**config.mk**
```make
export PLATFORM = sky130hd
export DESIGN_NAME = dac_wave_generator_flat
export DESIGN_NICKNAME = d
export VERILOG_FILES = /design/src/rtl/dac_wave_generator_if.sv /design/src/rtl/dac_wave_generator.sv /design/src/flat_wrapper.sv
export SDC_FILE = /design/constraint.sdc
export NUM_CORES = 1
export LEC_CHECK = 0
export BUFFER_PORTS_ARGS = -buffer_cell sky130_fd_sc_hd__buf_2
export CAP_MARGIN = 20
export CORE_AREA = 2 2 84 167
export DETAILED_ROUTE_END_ITERATION = 8
export DIE_AREA = 0 0 86 169
export GPL_TIMING_DRIVEN = 0
export PLACE_DENSITY_LB_ADDON = 0.25
export SETUP_SLACK_MARGIN = 0.02
export SYNTH_ARGS = -nofsm -noshare
export SYNTH_HDL_FRONTEND = slang
export SYNTH_SLANG_ARGS = --single-unit
```
**constraint.sdc**
```tcl
create_clock -name clk -period 8.9 [get_ports clk]
set_clock_uncertainty 0.1 [all_clocks]
set_input_delay 1.78 -clock clk [delete_from_list [all_inputs] [get_ports clk]]
set_output_delay 1.78 -clock clk [all_outputs]
set_load 0.03 [all_outputs]
```
**src/rtl/dac_wave_generator_if.sv**
```systemverilog
// Avalon ST source bundle for the DAC waveform generator: one sample beat
// carrying the channel number alongside the unsigned sample value.
interface dac_wave_generator_if #(
    parameter int DATA_WIDTH   = 14,
    parameter int NUM_CHANNELS = 2
);
    localparam int CH_WIDTH = (NUM_CHANNELS > 1) ? $clog2(NUM_CHANNELS) : 1;

    // A beat transfers on any cycle where asoValid and asoRdy are both high;
    // once raised, asoValid/asoChannel/asoData hold unchanged until that cycle.
    logic                  asoValid;
    logic [CH_WIDTH-1:0]   asoChannel;
    logic [DATA_WIDTH-1:0] asoData;
    logic                  asoRdy;

    modport master (output asoValid, output asoChannel, output asoData, input asoRdy);
    modport slave  (input asoValid, input asoChannel, input asoData, output asoRdy);
endinterface

```
**src/rtl/dac_wave_generator.sv**
```systemverilog
// Multi-channel bring-up waveform source: once per sample period it emits one
// beat per channel (saw, triangle, square or constant) with full backpressure.
module dac_wave_generator #(
    parameter int CE_DIVIDER    = 125,
    parameter int DATA_WIDTH    = 14,
    parameter int NUM_CHANNELS  = 2,
    parameter int INCREASE_RATE = 1,
    localparam int CH_WIDTH     = (NUM_CHANNELS > 1) ? $clog2(NUM_CHANNELS) : 1
) (
    input  logic                  clk,
    input  logic                  reset,
    input  logic                  enable,
    input  logic                  cfgWrite,
    input  logic [CH_WIDTH-1:0]   cfgChannel,
    input  logic [2:0]            cfgMode,
    input  logic [DATA_WIDTH-1:0] cfgStep,
    input  logic                  clrOverrun,
    dac_wave_generator_if.master  aso,
    output logic                  overrun,
    output logic                  fsm_state
);
    localparam int DIV_W = (CE_DIVIDER > 1) ? $clog2(CE_DIVIDER) : 1;
    localparam logic [DIV_W-1:0]      DIV_LAST = DIV_W'(CE_DIVIDER - 1);
    localparam logic [CH_WIDTH-1:0]   CH_LAST  = CH_WIDTH'(NUM_CHANNELS - 1);
    localparam logic [DATA_WIDTH-1:0] MAX      = '1;

    localparam logic [2:0] M_SAW_UP   = 3'd0;
    localparam logic [2:0] M_SAW_DOWN = 3'd1;
    localparam logic [2:0] M_TRIANGLE = 3'd2;
    localparam logic [2:0] M_SQUARE   = 3'd3;
    localparam logic [2:0] M_CONST    = 3'd4;

    typedef enum logic {IDLE = 1'b0, SEND = 1'b1} state_t;

    state_t                state;
    logic [DIV_W-1:0]      divider;
    logic [DATA_WIDTH-1:0] acc  [NUM_CHANNELS];
    logic [DATA_WIDTH-1:0] step [NUM_CHANNELS];
    logic [2:0]            mode [NUM_CHANNELS];
    logic [NUM_CHANNELS-1:0] dir_down;
    logic                  skip_update;

    logic                  tick;
    logic                  handshake;
    logic                  cfg_hit;
    logic [CH_WIDTH-1:0]   cur_ch;
    logic [CH_WIDTH-1:0]   load_ch;
    logic [DATA_WIDTH-1:0] load_sample;
    logic                  hs_update;

    function automatic logic [DATA_WIDTH-1:0] sample_of(
        input logic [2:0] m, input logic [DATA_WIDTH-1:0] a, input logic [DATA_WIDTH-1:0] s);
        case (m)
            M_SAW_UP, M_SAW_DOWN, M_TRIANGLE: sample_of = a;
            M_SQUARE:                         sample_of = a[DATA_WIDTH-1] ? MAX : '0;
            M_CONST:                          sample_of = s;
            default:                          sample_of = '0;
        endcase
    endfunction

    function automatic logic [DATA_WIDTH-1:0] next_acc(
        input logic [2:0] m, input logic [DATA_WIDTH-1:0] a, input logic [DATA_WIDTH-1:0] s,
        input logic d);
        case (m)
            M_SAW_UP, M_SQUARE: next_acc = a + s;
            M_SAW_DOWN:         next_acc = a - s;
            M_TRIANGLE: begin
                if (!d) next_acc = (a >= MAX - s) ? MAX : a + s;
                else    next_acc = (a <= s) ? '0 : a - s;
            end
            default:            next_acc = a;
        endcase
    endfunction

    function automatic logic next_dir(
        input logic [2:0] m, input logic [DATA_WIDTH-1:0] a, input logic [DATA_WIDTH-1:0] s,
        input logic d);
        if (m == M_TRIANGLE) begin
            if (!d) next_dir = (a >= MAX - s);
            else    next_dir = !(a <= s);
        end else begin
            next_dir = d;
        end
    endfunction

    always_comb begin
        tick      = (divider == DIV_LAST);
        handshake = aso.asoValid & aso.asoRdy;
        cfg_hit   = cfgWrite && (32'(cfgChannel) < NUM_CHANNELS);
        cur_ch    = aso.asoChannel;
        load_ch   = (state == IDLE) ? '0 : cur_ch + CH_WIDTH'(1);
        // A config landing on the beat being loaded this edge must shape that beat.
        if (cfg_hit && cfgChannel == load_ch)
            load_sample = sample_of(cfgMode, '0, cfgStep);
        else
            load_sample = sample_of(mode[load_ch], acc[load_ch], step[load_ch]);
        hs_update = handshake && !skip_update && !(cfg_hit && cfgChannel == cur_ch);
    end

    assign fsm_state = state;

    always_ff @(posedge clk) begin
        if (reset) begin
            state          <= IDLE;
            divider        <= '0;
            aso.asoValid   <= 1'b0;
            aso.asoChannel <= '0;
            aso.asoData    <= '0;
            overrun        <= 1'b0;
            skip_update    <= 1'b0;
            dir_down       <= '0;
            for (int i = 0; i < NUM_CHANNELS; i++) begin
                acc[i]  <= '0;
                mode[i] <= M_SAW_UP;
                step[i] <= DATA_WIDTH'(INCREASE_RATE);
            end
        end else begin
            divider <= tick ? '0 : divider + DIV_W'(1);
            if (clrOverrun) overrun <= 1'b0;

            case (state)
                IDLE: begin
                    if (tick && enable) begin
                        state          <= SEND;
                        aso.asoValid   <= 1'b1;
                        aso.asoChannel <= '0;
                        aso.asoData    <= load_sample;
                    end
                end
                SEND: begin
                    if (tick) overrun <= 1'b1;
                    if (handshake) begin
                        skip_update <= 1'b0;
                        if (hs_update) begin
                            acc[cur_ch]      <= next_acc(mode[cur_ch], acc[cur_ch], step[cur_ch], dir_down[cur_ch]);
                            dir_down[cur_ch] <= next_dir(mode[cur_ch], acc[cur_ch], step[cur_ch], dir_down[cur_ch]);
                        end
                        if (cur_ch == CH_LAST) begin
                            aso.asoValid <= 1'b0;
                            state        <= IDLE;
                        end else begin
                            aso.asoChannel <= load_ch;
                            aso.asoData    <= load_sample;
                        end
                    end else if (cfg_hit && cfgChannel == cur_ch) begin
                        // The stalled beat predates the new config, so its
                        // eventual handshake must not advance the fresh accumulator.
                        skip_update <= 1'b1;
                    end
                end
                default: state <= IDLE;
            endcase

            if (cfg_hit) begin
                mode[cfgChannel]     <= cfgMode;
                step[cfgChannel]     <= cfgStep;
                acc[cfgChannel]      <= '0;
                dir_down[cfgChannel] <= 1'b0;
            end
        end
    end
endmodule

```
**src/flat_wrapper.sv**
```systemverilog
// flat-port wrapper written by rule: the top's interface ports become plain ports
module dac_wave_generator_flat 
#(
    parameter int CE_DIVIDER    = 125,
    parameter int DATA_WIDTH    = 14,
    parameter int NUM_CHANNELS  = 2,
    parameter int INCREASE_RATE = 1,
    localparam int CH_WIDTH     = (NUM_CHANNELS > 1) ? $clog2(NUM_CHANNELS) : 1
)
  (clk, reset, enable, cfgWrite, cfgChannel, cfgMode, cfgStep, clrOverrun, overrun, fsm_state, aso_asoValid, aso_asoChannel, aso_asoData, aso_asoRdy);
  dac_wave_generator_if #(.DATA_WIDTH(DATA_WIDTH), .NUM_CHANNELS(NUM_CHANNELS)) aso_i ();
  input  logic clk;
  input  logic reset;
  input  logic enable;
  input  logic cfgWrite;
  input  logic [CH_WIDTH-1:0] cfgChannel;
  input  logic [2:0] cfgMode;
  input  logic [DATA_WIDTH-1:0] cfgStep;
  input  logic clrOverrun;
  output logic overrun;
  output logic fsm_state;
  output wire logic [$bits(aso_i.asoValid)-1:0] aso_asoValid;
  output wire logic [$bits(aso_i.asoChannel)-1:0] aso_asoChannel;
  output wire logic [$bits(aso_i.asoData)-1:0] aso_asoData;
  input wire logic [$bits(aso_i.asoRdy)-1:0] aso_asoRdy;
  assign aso_asoValid = aso_i.asoValid;
  assign aso_asoChannel = aso_i.asoChannel;
  assign aso_asoData = aso_i.asoData;
  assign aso_i.asoRdy = aso_asoRdy;
  dac_wave_generator #(.CE_DIVIDER(CE_DIVIDER), .DATA_WIDTH(DATA_WIDTH), .NUM_CHANNELS(NUM_CHANNELS), .INCREASE_RATE(INCREASE_RATE)) u_core (.clk(clk), .reset(reset), .enable(enable), .cfgWrite(cfgWrite), .cfgChannel(cfgChannel), .cfgMode(cfgMode), .cfgStep(cfgStep), .clrOverrun(clrOverrun), .aso(aso_i), .overrun(overrun), .fsm_state(fsm_state));
endmodule
```
After elaboration in Yosys (flattened, before gate mapping)
Memories as Yosys holds them, arrays and structs flattened. A register that Yosys moved wholly into a read port is not among the register bits. Cells that the tools add are included.

Bits in registers: 28. RAM bits: 62. Input port bits: 24. Output and inout port bits: 18. Word-level logic and storage cells: 145. Memories: 3.

Memory list: u_core.acc (words 2, width 14, rd ports 2, clocked after Yosys merged registers in 1, wr ports 2, line dac_wave_generator.sv:37) `logic [DATA_WIDTH-1:0] acc [NUM_CHANNELS];`; u_core.step (words 2, width 14, rd ports 2, clocked after Yosys merged registers in 1, wr ports 2, line dac_wave_generator.sv:38) `logic [DATA_WIDTH-1:0] step [NUM_CHANNELS];`; u_core.mode (words 2, width 3, rd ports 2, clocked after Yosys merged registers in 1, wr ports 2, line dac_wave_generator.sv:39) `logic [2:0] mode [NUM_CHANNELS];`.

Add/sub/neg operators: 5. Magnitude comparators: 6. Equal/unequal tests: 15. Muxes and demuxes: 80. Bitwise logic cells: 4. Reductions and logical operators: 24.

Operators by type and width (number): $mux 14 (16); $pmux 14 s3 (2); $mux 1 (49); $reduce_or 14->1 (3); $pmux 14 s2 (1); $add 14x14->14 (1); $ge 14x14->1 (1); $le 14x14->1 (1); $sub 14x14->14 (1); $sub 14x14->14 const A (1); $eq 3x2->1 const B (4); $mux 2 (5); $add 7x1->7 const B (1); $eq 7x7->1 const B (1); $logic_and 1x1->1 (7); $eq 3x1->1 const B (2); $eq 3x3->1 const B (2); $logic_not 3->1 (2); $ne 2x2->1 const B (3); $pmux 1 s2 (3); $reduce_and 3->1 (2); $reduce_or 3->1 (2); $lt 1x2->1 const B (2); $reduce_and 2->1 (2); other kinds (14) (20).

Longest topological paths before layout
Gate-level depths: netlist of run 1.

Word-level depth: 15. Mapped depth: 17. Gate-level depth less buffers: 12.

Worst setup path after synthesis of run 1
No wires, ideal clock.

Path kind: register to register. From: register with a tool-made name. To: memory u_core.acc[1][12]. Setup time: 0.135 ns. Arrival: 3.741 ns. Data required time: 8.665 ns. Slack: 4.924 ns. Cell stages (with the launch flop): 17. Buffers on the path: 4. Clock period less this slack: 3.976 ns. Path through: dfxtp_1 > buf_2 > buf_2 > buf_2 > buf_2 > mux2i_1 > inv_1 > ha_1 > fa_1 > nor2b_1 > o21bai_1 > a21boi_2 > o31a_1 > a31oi_1 > mux2_2 > o31ai_1 > a31oi_1.

RTL lines (line): end: declaration (dac_wave_generator.sv:37).

==> results of run 1 <==
==> power groups by stage <==
stage / logic (mW) / registers (mW) / clock network, mW
2_1_floorplan: 0.111 / 0.463 / 0
4_1_cts: 0.164 / 0.457 / 0.383
6_report: 0.169 / 0.457 / 0.384
5_1_grt: 0.181 / 0.458 / 0.404
3_5_place_dp: 0.163 / 0.466 / 0
3_3_place_gp: 0.160 / 0.465 / 0
==> sequential cells by signal, indices dropped and copies added (netlist names), named ones only <==
| register | cells |
|---|---|
| u_core.skip_update | 1 |
| u_core.mode | 6 |
| u_core.aso.asoData | 14 |
| u_core.overrun | 1 |
| u_core.dir_down | 2 |
| u_core.step | 28 |
| u_core.fsm_state | 1 |
| u_core.aso.asoValid | 1 |
| u_core.aso.asoChannel | 1 |
| u_core.divider | 7 |
| u_core.acc | 28 |
==> critical path: cells and delay by family, from the launching register on <==
family | cells | cell delay, ps
multiplexers | 1 | 430
AO/OA/AOI/OAI | 6 | 1830
buffers and inverters | 6 | 1660
AND/OR/NAND/NOR | 2 | 300
adder cells (fa/ha/maj) | 1 | 290
flip-flops | 1 | 470
==> layer usage <==
metal  up-vias  global-route usage  wire length (um)
li1       3031                   -                 -
met1      3120               0.383              8420
met4         0               0.148              1170
met5         -                   0                 0
met3        57              0.0229              1280
met2       298               0.471             10100
==> Yosys cell counts, drive strengths merged, types with 11 or more instances <==
master   n  area share
nand2   54       0.030
dfxtp   57        0.17
a311oi  18       0.024
mux2i   46       0.070
inv     36       0.020
edfxtp  34        0.15
nor2    76       0.042
mux2    17       0.028
nor3    11      0.0089
and2    35       0.033
o22ai   16       0.015
ha      31       0.057
nand2b  19       0.018
nand3   23       0.018
o21ai   51       0.038
xnor2   13       0.017
a21oi   36       0.027
buf     24       0.021
clkbuf  27       0.015
==> cell type report <==
type                       instances  share of cell area
multi-input combinational        608               0.566
sequential                        91               0.289
clock buffer                      11              0.0368
buffer                            51              0.0330
timing repair buffer              40              0.0268
tap                              155              0.0259
inverter                          36              0.0181
clock inverter                     5             0.00418
==> per-stage QoR <==
stage           util  std cells  hold slack [ps]  power, mW  setup slack [ps]
2_1_floorplan      -        786              341      0.574              4920
3_3_place_gp   0.540        981              359      0.625              3870
3_5_place_dp   0.540        981              362      0.629              3830
4_1_cts        0.563        997              370       1.00              3820
5_1_grt        0.563        997              396       1.04              3450
6_report       0.563        997              370       1.01              3670
==> cell families after synthesis <==
kind of cell	Yosys count
compound gates	231
flops	91
xor+xnor	18
simple gates	263
fa+ha+maj	33
mux	63
buf+inv	87
==> cells in the final DEF (no fill, tap or decap), types with 19 or more instances in the layout <==
cell type  netlist  routed
dfxtp_1         57      57
ha_1            31      31
and2_1          34      34
nand3_1         22      22
a21oi_1         35      35
nor2_1          76      76
inv_1           35      35
mux2i_1         45      45
nand2_1         54      54
buf_2           18      58
nand2b_1        19      19
edfxtp_1        34      34
clkbuf_1        27      25
o21ai_0         44      44
==> how the worst max path moves through the flow <==
stage / start / to / slack (ps)
floorplan: flop / u_core.acc[1][12] / 4920
global placement: flop / u_core.acc[0][13] / 3870
detailed placement: flop / u_core.acc[0][13] / 3830
CTS: flop / u_core.acc[0][13] / 3820
global route: flop / u_core.acc[0][13] / 3450
finish: flop / u_core.acc[1][13] / 3670
==> metrics.md, run 1 <==
| Metric | Value |
|---|---|
| Outcome | `complete, no violations` |
| Internal power | `0.725 mW` |
| Power Density | `135 nW/um^2` |
| CTS Buf Count | `9` |
| # clock sinks | `91` |
| Clock power frac | `0.381` |
| Synthesized flop and latch total | `91` |
| CTS clock-pin slew for the worst setup and hold paths | `70 ps` |
| I/O pin cnt | `42` |
| Main synth FF type | `dfxtp_1` |
| Mean post-synth cell area | `8.62 um^2` |
| Post-synth EDFFs | `34` |
| Hold_buf cts | `0` |
| Row cnt | `60` |
| Via/cell ratio | `6.53` |
| CP required | `9010 ps` |
| Cell count after synthesis | `786` |
| Hold path endpoint | `u_core.acc[1][0]` |
| Worst rel slew slack | `0.269` |
| CTS tree | `built` |
| Crit Path Class | `reg -> reg` |
| Tcrit/Tclk final | `0.587` |
| Placer Congestion | `0.945` |
| Final Hold Fails | `0` |
| Yosys warns | `0` |
| Antenna Violating Nets Remaining | `0` |
| Max-Cap Viols | `0` |
| Number of global-route vias before repair | `6031` |
| Ratio of cells with drive above 1 in the final layout | `0.145` |
| Total gr overflow | `0` |
| DRT Wirelength | `21000 um` |
| Post-Syn Area | `6780 um^2` |
| Minimum clock period | `5230 ps` |
| Iteration-0 DRC Markers | `647` |
| Peak VDD IR | `0.000137 V` |
| Total GRT Usage | `0.291` |
| WL per Instance | `21.0 um` |
| Fmax | `191 MHz` |
| Worst EP arrival | `5340 ps` |
| Setup Viol. Count Final | `0` |
| Antenna fix cells | `0` |
| Library cells used by synthesis | `77` |
| Final setup TNS | `0 ps` |
| Reg-to-Reg End | `u_core.acc[1][13]` |
| CP most frequent cell | `buf_2` |
| XOR/XNOR share of the synthesized area | `0.0233` |
| Crit end category | `flop` |
| Leakage | `2.91 nW` |
| Mux cell area share after synthesis | `0.0981` |
| Core area | `13300 um^2` |
| Height of the chip | `169 um` |
| Area Growth Syn to Fin | `10.4%` |
| Buffers on Ports | `40` |
| Setup bufs post-CTS | `0` |
| Global-route wire length before repair | `32800 um` |
| CTS root buf | `clkbuf_16` |
| Worst path cell trace | `buf_2 -> buf_2 -> buf_2 -> buf_2 -> mux2i_1 -> inv_1 -> ha_1 -> nor2b_1 -> a2111oi_2 -> o31ai_1 -> a311o_1 -> buf_6 -> nand3_1 -> o32a_1 -> a211oi_2 -> o41ai_1` |
| Largest family of logic cells by synthesized area | `compound AO/OA/AOI/OAI gates` |
| Multi-input logic area | `4230 um^2` |
| Sw Ratio | `0.282` |
| Switch Pwr | `0.285 mW` |
| Reg area | `2160 um^2` |
| R2R setup slack | `3670 ps` |
| Number of remaining DRC errors | `0` |
| Seq pwr share | `0.453` |
| HPWL after DPL | `15700 um` |
| Initial antenna violation count | `0` |
| Slowest stage delay, CP | `520 ps` |
| Crit Path Max Fanout | `10` |
| Finished layout cell area | `7480 um^2` |
| Final net count | `894` |
| Die area | `14500 um^2` |
| Post-Syn Nets | `843` |
| CP startpoint kind | `flop` |
| CP max-delay cell | `o31ai_1` |
| Fill cell count | `1218` |
| Max Root-Sink Buffers | `2` |
| Clk Latency, worst-skew pair | `340 ps` |
| Post-synthesis simple-gate area fraction | `0.197` |
| Pin slew with the least headroom to its limit | `1090 ps` |
| Starting Density | `0.510` |
| H-tree depth | `3` |
| Comb power frac | `0.167` |
| Placed Area | `7170 um^2` |
| Synth async-reset ratio | `0` |
| Worst hold-check path type | `reg -> reg` |
| RSZ-0062 raised after global routing | `no` |
| Hold depth | `2` |
| Hold Crit Start | `u_core.acc[1][0]` |
| Max Slew Vio Count | `0` |
| DR pass1 iterations | `6` |
| Sequential element share of the synthesized area | `0.319` |
| Largest net degree at the start of global routing | `27` |
| Die Wd | `86 um` |
| Worst reg2reg path depth | `16` |
| Vias | `6506` |
| Post_cts resized | `0` |
| Compound-Gate Fraction of Synth Area | `0.243` |
| Adder-Cell Fraction of Synth Area | `0.0632` |
No activity file was read; power rests on OpenSTA's default activity.
==> run 2, diff against run 1 <==
--- a/config.mk
+++ b/config.mk
@@ -5,11 +5,12 @@
 export SDC_FILE = /design/constraint.sdc
 export NUM_CORES = 1
 export LEC_CHECK = 0
+export ABC_AREA = 1
 export BUFFER_PORTS_ARGS = -buffer_cell sky130_fd_sc_hd__buf_2
 export CAP_MARGIN = 20
-export CORE_AREA = 2 2 84 167
+export CORE_AREA = 2 2 85 169
 export DETAILED_ROUTE_END_ITERATION = 8
-export DIE_AREA = 0 0 86 169
+export DIE_AREA = 0 0 87 171
 export GPL_TIMING_DRIVEN = 0
 export PLACE_DENSITY_LB_ADDON = 0.25
 export SETUP_SLACK_MARGIN = 0.02
==> constraint.sdc (replaced) <==
create_clock -name clk -period 4.9 [get_ports clk]
set_clock_uncertainty 0.1 [all_clocks]
set_input_delay 0.98 -clock clk [delete_from_list [all_inputs] [get_ports clk]]
set_output_delay 0.98 -clock clk [all_outputs]
set_load 0.03 [all_outputs]
==> run 2 against run 1 <==
Net effect: power up 81%; cell count grew 34%; worst hold slack lost 11 ps; critical path depth rose by 3; maximum frequency increased by 24%; flip-flop and latch count did not move; synthesized cell count increased by 43%; die area up 2.4%; worst setup slack lost 3000 ps; non-clock buffer count down 9; clock-buffer cell count decreased by 2; combinational power grew 78%; largest cell class unchanged; largest power group unchanged; highest routed layer unchanged.
==> metrics.md, run 2 <==
| Metric | Value |
|---|---|
| Outcome | `complete, no violations` |
| Top post-synthesis cells by count | `nand2_1 (368), inv_1 (160), nand3_1 (100), nor2_1 (92), o21ai_0 (80)` |
| Pre-CTS setup slack | `773 ps (-3060 ps)` |
| Post-layout worst setup margin | `682 ps (-2990 ps)` |
| CP most frequent cell | `nand2_1` |
| Setup Viol. Count Final | `0 (unchanged)` |
| Minimum clock period | `4220 ps (-1010 ps)` |
| Post-synth top area share | `0.198 (+0.0296)` |
| Mean post-synth cell area | `6.22 um^2 (-28%)` |
| Initial antenna violation count | `0 (unchanged)` |
| Via/cell ratio | `5.56 (-15%)` |
| CTS Buf Count | `9 (unchanged)` |
| Height of the chip | `171 um (+1.2%)` |
| Row cnt | `61 (+1.7%)` |
| Largest net degree at the start of global routing | `19 (-30%)` |
| Final net count | `1230 (+38%)` |
| Worst path cell trace | `buf_4 -> clkbuf_1 -> clkbuf_1 -> nand2_1 -> o21ai_0 -> inv_1 -> fa_1 -> inv_1 -> nand2_1 -> nand3_2 -> nand2_1 -> nand2_1 -> nand2_1 -> a21oi_4 -> buf_6 -> nand3_1 -> nand2_1 -> nand3_1 -> a21oi_1` |
| Global-route wire length before repair | `34600 um (+5.6%)` |
| Synth area leaders | `nand2_1 (20%), dfxtp_1 (16%), edfxtp_1 (15%), inv_1 (8.6%), nand3_1 (7.2%)` |
| CP required | `5070 ps (-3940 ps)` |
| Iteration-0 DRC Markers | `617 (-4.6%)` |
| Worst reg2reg path depth | `19 (+3)` |
| Final Hold Fails | `0 (unchanged)` |
| Regs by FF count | `u_core.acc x28, u_core.step x28, u_core.aso.asoData x14` |
| Pin slew with the least headroom to its limit | `879 ps (-206 ps)` |
| Ratio of cells with drive above 1 in the final layout | `0.0908 (-0.0541)` |
| Hold_buf cts | `0 (unchanged)` |
| Count leader, synth | `nand2_1` |
| CP max-delay cell | `fa_1` |
| WL per Instance | `16.8 um (-20%)` |
| Final setup TNS | `0 ps (unchanged)` |
| Crit end category | `flop` |
| H-tree depth | `3 (unchanged)` |
| Total GRT Usage | `0.303 (+0.0125)` |
| Placer Congestion | `0.989 (+4.7%)` |
| Area Growth Syn to Fin | `9.97%` |
| Post-Syn Area | `6980 um^2 (+3.0%)` |
| Total gr overflow | `0 (unchanged)` |
| Max Root-Sink Buffers | `2 (unchanged)` |
| Fmax | `237 MHz (+24%)` |
| Sequential element share of the synthesized area | `0.310 (-0.00916)` |
| CTS clock-pin slew for the worst setup and hold paths | `70 ps (about the same)` |
| Die area | `14900 um^2 (+2.4%)` |
| # clock sinks | `91 (unchanged)` |
| Clk Latency, worst-skew pair | `340 ps (about the same)` |
| Die Wd | `87 um (+1.2%)` |
| Antenna Violating Nets Remaining | `0 (unchanged)` |
| Commonest non-fill, non-tap cell in the layout | `nand2_1` |
| Leakage | `3.84 nW (+32%)` |
| CTS tree | `built` |
| Worst rel slew slack | `0.412 (+0.143)` |
| Yosys warns | `0 (unchanged)` |
| DRT Wirelength | `22400 um (+6.6%)` |
| Antenna fix cells | `0 (unchanged)` |
| HPWL after DPL | `17700 um (+12%)` |
| DR pass1 iterations | `5 (-1)` |
| Number of global-route vias before repair | `6898 (+14%)` |
| Commonest cells after routing, fill and taps aside | `nand2_1 (368), inv_1 (160), nand3_1 (100), nor2_1 (92), o21ai_0 (80)` |
| Crit Path Max Fanout | `10 (unchanged)` |
| Main synth FF type | `dfxtp_1` |
| Library cells used by synthesis | `44 (-43%)` |
| CP startpoint kind | `flop` |
| Post_cts resized | `0 (unchanged)` |
| Starting Density | `0.511 (+0.000691)` |
| Buffers on Ports | `40 (unchanged)` |
| Core area | `13700 um^2 (+2.8%)` |
| CTS root buf | `clkbuf_16` |
| Post-Syn Nets | `1179 (+40%)` |
| Crit Path Class | `reg -> reg` |
| Hold depth | `1 (-1)` |
| Worst hold-check path type | `reg -> reg` |
| Slowest stage delay, CP | `510 ps (about the same)` |
| I/O pin cnt | `42 (unchanged)` |
| Synthesized flop and latch total | `91 (unchanged)` |
| Number of remaining DRC errors | `0 (unchanged)` |
| Post-synth EDFFs | `34 (unchanged)` |
| Peak VDD IR | `0.000201 V (+47%)` |
| Tcrit/Tclk final | `0.861 (+0.273)` |
| Cell count after synthesis | `1122 (+43%)` |
| Max-Cap Viols | `0 (unchanged)` |
| Synth async-reset ratio | `0 (unchanged)` |
| Power Density | `238 nW/um^2 (+76%)` |
| Synth area leader | `nand2_1` |
| Max Slew Vio Count | `0 (unchanged)` |
| Setup bufs post-CTS | `0 (unchanged)` |
| RSZ-0062 raised after global routing | `no` |
| Worst EP arrival | `4380 ps (-960 ps)` |
| Vias | `7425 (+14%)` |
==> run 2: kinds of logic after synthesis <==
family,after synthesis,share of synthesized area
AOI/OAI and AO/OA,166,0.127
xor gates and xnor gates,14,0.0176
adders and majority gates,33,0.0613
buffers and inverters,213,0.120
DFF,91,0.310
and+or+nand+nor,605,0.364
==> run 2: critical path, delay by kind of cell, from the launching register on <==
family | cells | cell delay (ps)
AND/OR/NAND/NOR | 9 | 810
flip-flops | 1 | 370
AO/OA/AOI/OAI | 3 | 710
buffers and inverters | 6 | 1640
adder cells (fa/ha/maj) | 1 | 510
==> run 2: stage by stage <==
stage	cells	hold slack, ps	utilization	total power [mW]	area, um^2
floorplan	1122	330	-	1.04	6980
global placement	1319	347	0.540	1.13	7370
detailed placement	1319	349	0.540	1.13	7370
CTS	1335	365	0.561	1.82	7670
global route	1335	375	0.561	1.90	7670
finish	1335	359	0.561	1.83	7670
==> run 2: power by group <==
| part | switching (mW) | internal, mW | leakage, nW | total, mW |
|---|---|---|---|---|
| Clock | 0.307 | 0.399 | 0.143 | 0.706 |
| Sequential | 0.0104 | 0.811 | 0.804 | 0.821 |
| Combinational | 0.218 | 0.0831 | 2.89 | 0.301 |
| Total | 0.536 | 1.29 | 3.84 | 1.83 |
==> run 2: routing by layer <==
metal	part of all wire	track usage	wire length, um
met2	0.47	0.493	10600
met4	0.066	0.181	1480
met3	0.056	0.0270	1260
met1	0.40	0.383	9050
met5	0	0	0
==> run 2: final timing paths <==
path / start / end / slack, ps
worst max-delay path: flop / u_core.acc[1][10] / 680
worst min-delay path: u_core.divider[0] / u_core.divider[0] / 360
worst max register to register: flop / u_core.acc[1][10] / 680
worst min register to register: u_core.divider[0] / u_core.divider[0] / 360
==> run 2: area by class of cell <==
class	instances	area [um^2]
fill	1421	5990
multi-input combinational	818	3980
sequential	91	2160
inverter	171	642
clock buffer	9	225
timing repair buffer	40	200
tap	157	196
buffer	42	193
clock inverter	7	73.8
==> run 3, diff against run 2 <==
==> constraint.sdc (replaced) <==
create_clock -name clk -period 4.55 [get_ports clk]
set_clock_uncertainty 0.1 [all_clocks]
set_input_delay 0.91 -clock clk [delete_from_list [all_inputs] [get_ports clk]]
set_output_delay 0.91 -clock clk [all_outputs]
set_load 0.03 [all_outputs]
==> run 3 against run 2 <==
Net effect: cell count did not move; largest cell class unchanged; critical path type unchanged; sequential share of layout area barely moved; power rose by 7.7%; die area did not move.
==> metrics.md, run 3 (synthesized netlist as in run 2, its figures left out) <==
| Metric | Value |
|---|---|
| Outcome | `complete, no violations` |
| Minimum clock period | `4210 ps (-9.69 ps)` |
| Fmax | `238 MHz (+0.23%)` |
| Global-route wire length before repair | `34600 um (unchanged)` |
| CP required | `4720 ps (-350 ps)` |
| Crit Path Max Fanout | `10 (unchanged)` |
| Antenna Violating Nets Remaining | `0 (unchanged)` |
| Core area | `13700 um^2 (unchanged)` |
| CP startpoint kind | `flop` |
| CP max-delay cell | `o21ai_0` |
| Total gr overflow | `0 (unchanged)` |
| WL per Instance | `16.8 um (about the same)` |
| Setup Viol. Count Final | `0 (unchanged)` |
| Final Non-Filler Cells | `1335 (unchanged)` |
| Commonest non-fill, non-tap cell in the layout | `nand2_1` |
| Final setup TNS | `0 ps (unchanged)` |
| Peak VDD IR | `0.000217 V (+7.8%)` |
| Number of global-route vias before repair | `6898 (unchanged)` |
| Hold_buf cts | `0 (unchanged)` |
| Final net count | `1230 (unchanged)` |
| Starting Density | `0.511 (unchanged)` |
| Commonest cells after routing, fill and taps aside | `nand2_1 (368), inv_1 (160), nand3_1 (100), nor2_1 (92), o21ai_0 (80)` |
| I/O pin cnt | `42 (unchanged)` |
| Final Hold Fails | `0 (unchanged)` |
| Max Slew Vio Count | `0 (unchanged)` |
| Number of remaining DRC errors | `0 (unchanged)` |
| Regs by FF count | `u_core.acc x28, u_core.step x28, u_core.aso.asoData x14` |
| Placer Congestion | `0.989 (unchanged)` |
| Slowest stage delay, CP | `740 ps (+230 ps)` |
| CTS clock-pin slew for the worst setup and hold paths | `70 ps (about the same)` |
| Max Root-Sink Buffers | `2 (unchanged)` |
| H-tree depth | `3 (unchanged)` |
| Max-Cap Viols | `0 (unchanged)` |
| Crit end category | `flop` |
| Area Growth Syn to Fin | `9.99% (about the same)` |
| DRT Wirelength | `22400 um (about the same)` |
| Clk Latency, worst-skew pair | `340 ps (about the same)` |
| Ratio of cells with drive above 1 in the final layout | `0.0917 (+0.000849)` |
| Largest net degree at the start of global routing | `19 (unchanged)` |
| # clock sinks | `91 (unchanged)` |
| CTS tree | `built` |
| Die Wd | `87 um (unchanged)` |
| Pin slew with the least headroom to its limit | `881 ps (+1.35 ps)` |
| Power Density | `257 nW/um^2 (+7.7%)` |
| Antenna fix cells | `0 (unchanged)` |
| Setup bufs post-CTS | `0 (unchanged)` |
| Height of the chip | `171 um (unchanged)` |
| Worst EP arrival | `4370 ps (about the same)` |
| Via/cell ratio | `5.56 (about the same)` |
| Vias | `7426 (+0.013%)` |
| HPWL after DPL | `17700 um (unchanged)` |
| Worst path cell trace | `buf_4 -> clkbuf_1 -> clkbuf_1 -> o21ai_0 -> inv_1 -> fa_1 -> inv_1 -> nand2_1 -> nand3_2 -> nand2_1 -> nand2_1 -> nand2_1 -> a21oi_4 -> buf_6 -> nand3_1 -> nand2_1 -> nand3_1 -> a21oi_1` |
| CTS Buf Count | `9 (unchanged)` |
| Worst rel slew slack | `0.411 (-0.000902)` |
| Leakage | `3.85 nW (about the same)` |
| Iteration-0 DRC Markers | `617 (unchanged)` |
| Tcrit/Tclk final | `0.925 (+0.0641)` |
| Crit Path Class | `reg -> reg` |
| Row cnt | `61 (unchanged)` |
| Fill cell count | `1420 (-0.070%)` |
| DR pass1 iterations | `5 (unchanged)` |
| Worst hold-check path type | `reg -> reg` |
| Dpl cells | `1319 (unchanged)` |
| RSZ-0062 raised after global routing | `no` |
| Total GRT Usage | `0.303 (unchanged)` |
| Buffers on Ports | `40 (unchanged)` |
| CP most frequent cell | `nand2_1` |
| CTS root buf | `clkbuf_16` |
| Initial antenna violation count | `0 (unchanged)` |
| Die area | `14900 um^2 (unchanged)` |
-- run 3: cell types whose count changed in the layout (fill, tap and decap cells not counted) --
cell,delta
clkbuf_1,-1
clkbuf_2,+1
-- run 3: path summary, 6_finish.rpt --
path / startpoint / to / slack, ps / cells past startpoint
hold reg to reg: u_core.divider[0] / u_core.divider[0] / 360 / 1
hold / removal: u_core.divider[0] / u_core.divider[0] / 360 / 1
setup / recovery: flop / u_core.acc[1][10] / 340 / 18
setup reg to reg: flop / u_core.acc[1][10] / 340 / 18
-- run 3: cell type report --
class                           count  area (um^2)  share of cell area
Multi-Input combinational cell    818         3980               0.519
Tap cell                          157          196              0.0256
Clock inverter                      7         73.8             0.00962
Sequential cell                    91         2160               0.282
Buffer                             42          194              0.0253
Timing Repair Buffer               40          200              0.0261
Clock buffer                        9          225              0.0294
Inverter                          171          642              0.0837
-- run 3: what timing repair did --
item | CTS | global route
hold endpoints to repair | 0 | 0
gates resized for setup | 0 | 2
endpoints found under the setup margin | 0 | 3
-- run 3: stage by stage --
step	hold WS, ps	util	setup slack [ps]	total power [mW]	area, um^2
3_5_place_dp	349	0.540	423	1.22	7370
5_1_grt	375	0.562	30.6	2.04	7670
6_report	359	0.562	342	1.97	7670
4_1_cts	365	0.561	400	1.96	7670
2_1_floorplan	330	-	1520	1.12	6980
3_3_place_gp	347	0.540	448	1.21	7370
-- run 3: worst max-delay path, delay by kind of cell (launching register included) --
family	cells	cell delay (ps)
buffers and inverters	6	1340
AO/OA/AOI/OAI	3	1110
AND/OR/NAND/NOR	8	720
adder cells (fa/ha/maj)	1	510
flip-flops	1	330
-- run 3: where the power goes --
part	internal, mW	total, mW	switching (mW)
logic	0.0895	0.325	0.235
clock network	0.429	0.760	0.331
registers	0.873	0.884	0.0112
total	1.39	1.97	0.577
-- run 3: layer usage --
| layer | routed length (um) | up-vias | GRT usage |
|---|---|---|---|
| met2 | 10600 | 256 | 0.493 |
| met4 | 1480 | 0 | 0.181 |
| li1 | - | 3666 | - |
| met5 | 0 | - | 0 |
| met1 | 9120 | 3434 | 0.383 |
| met3 | 1170 | 70 | 0.0270 |
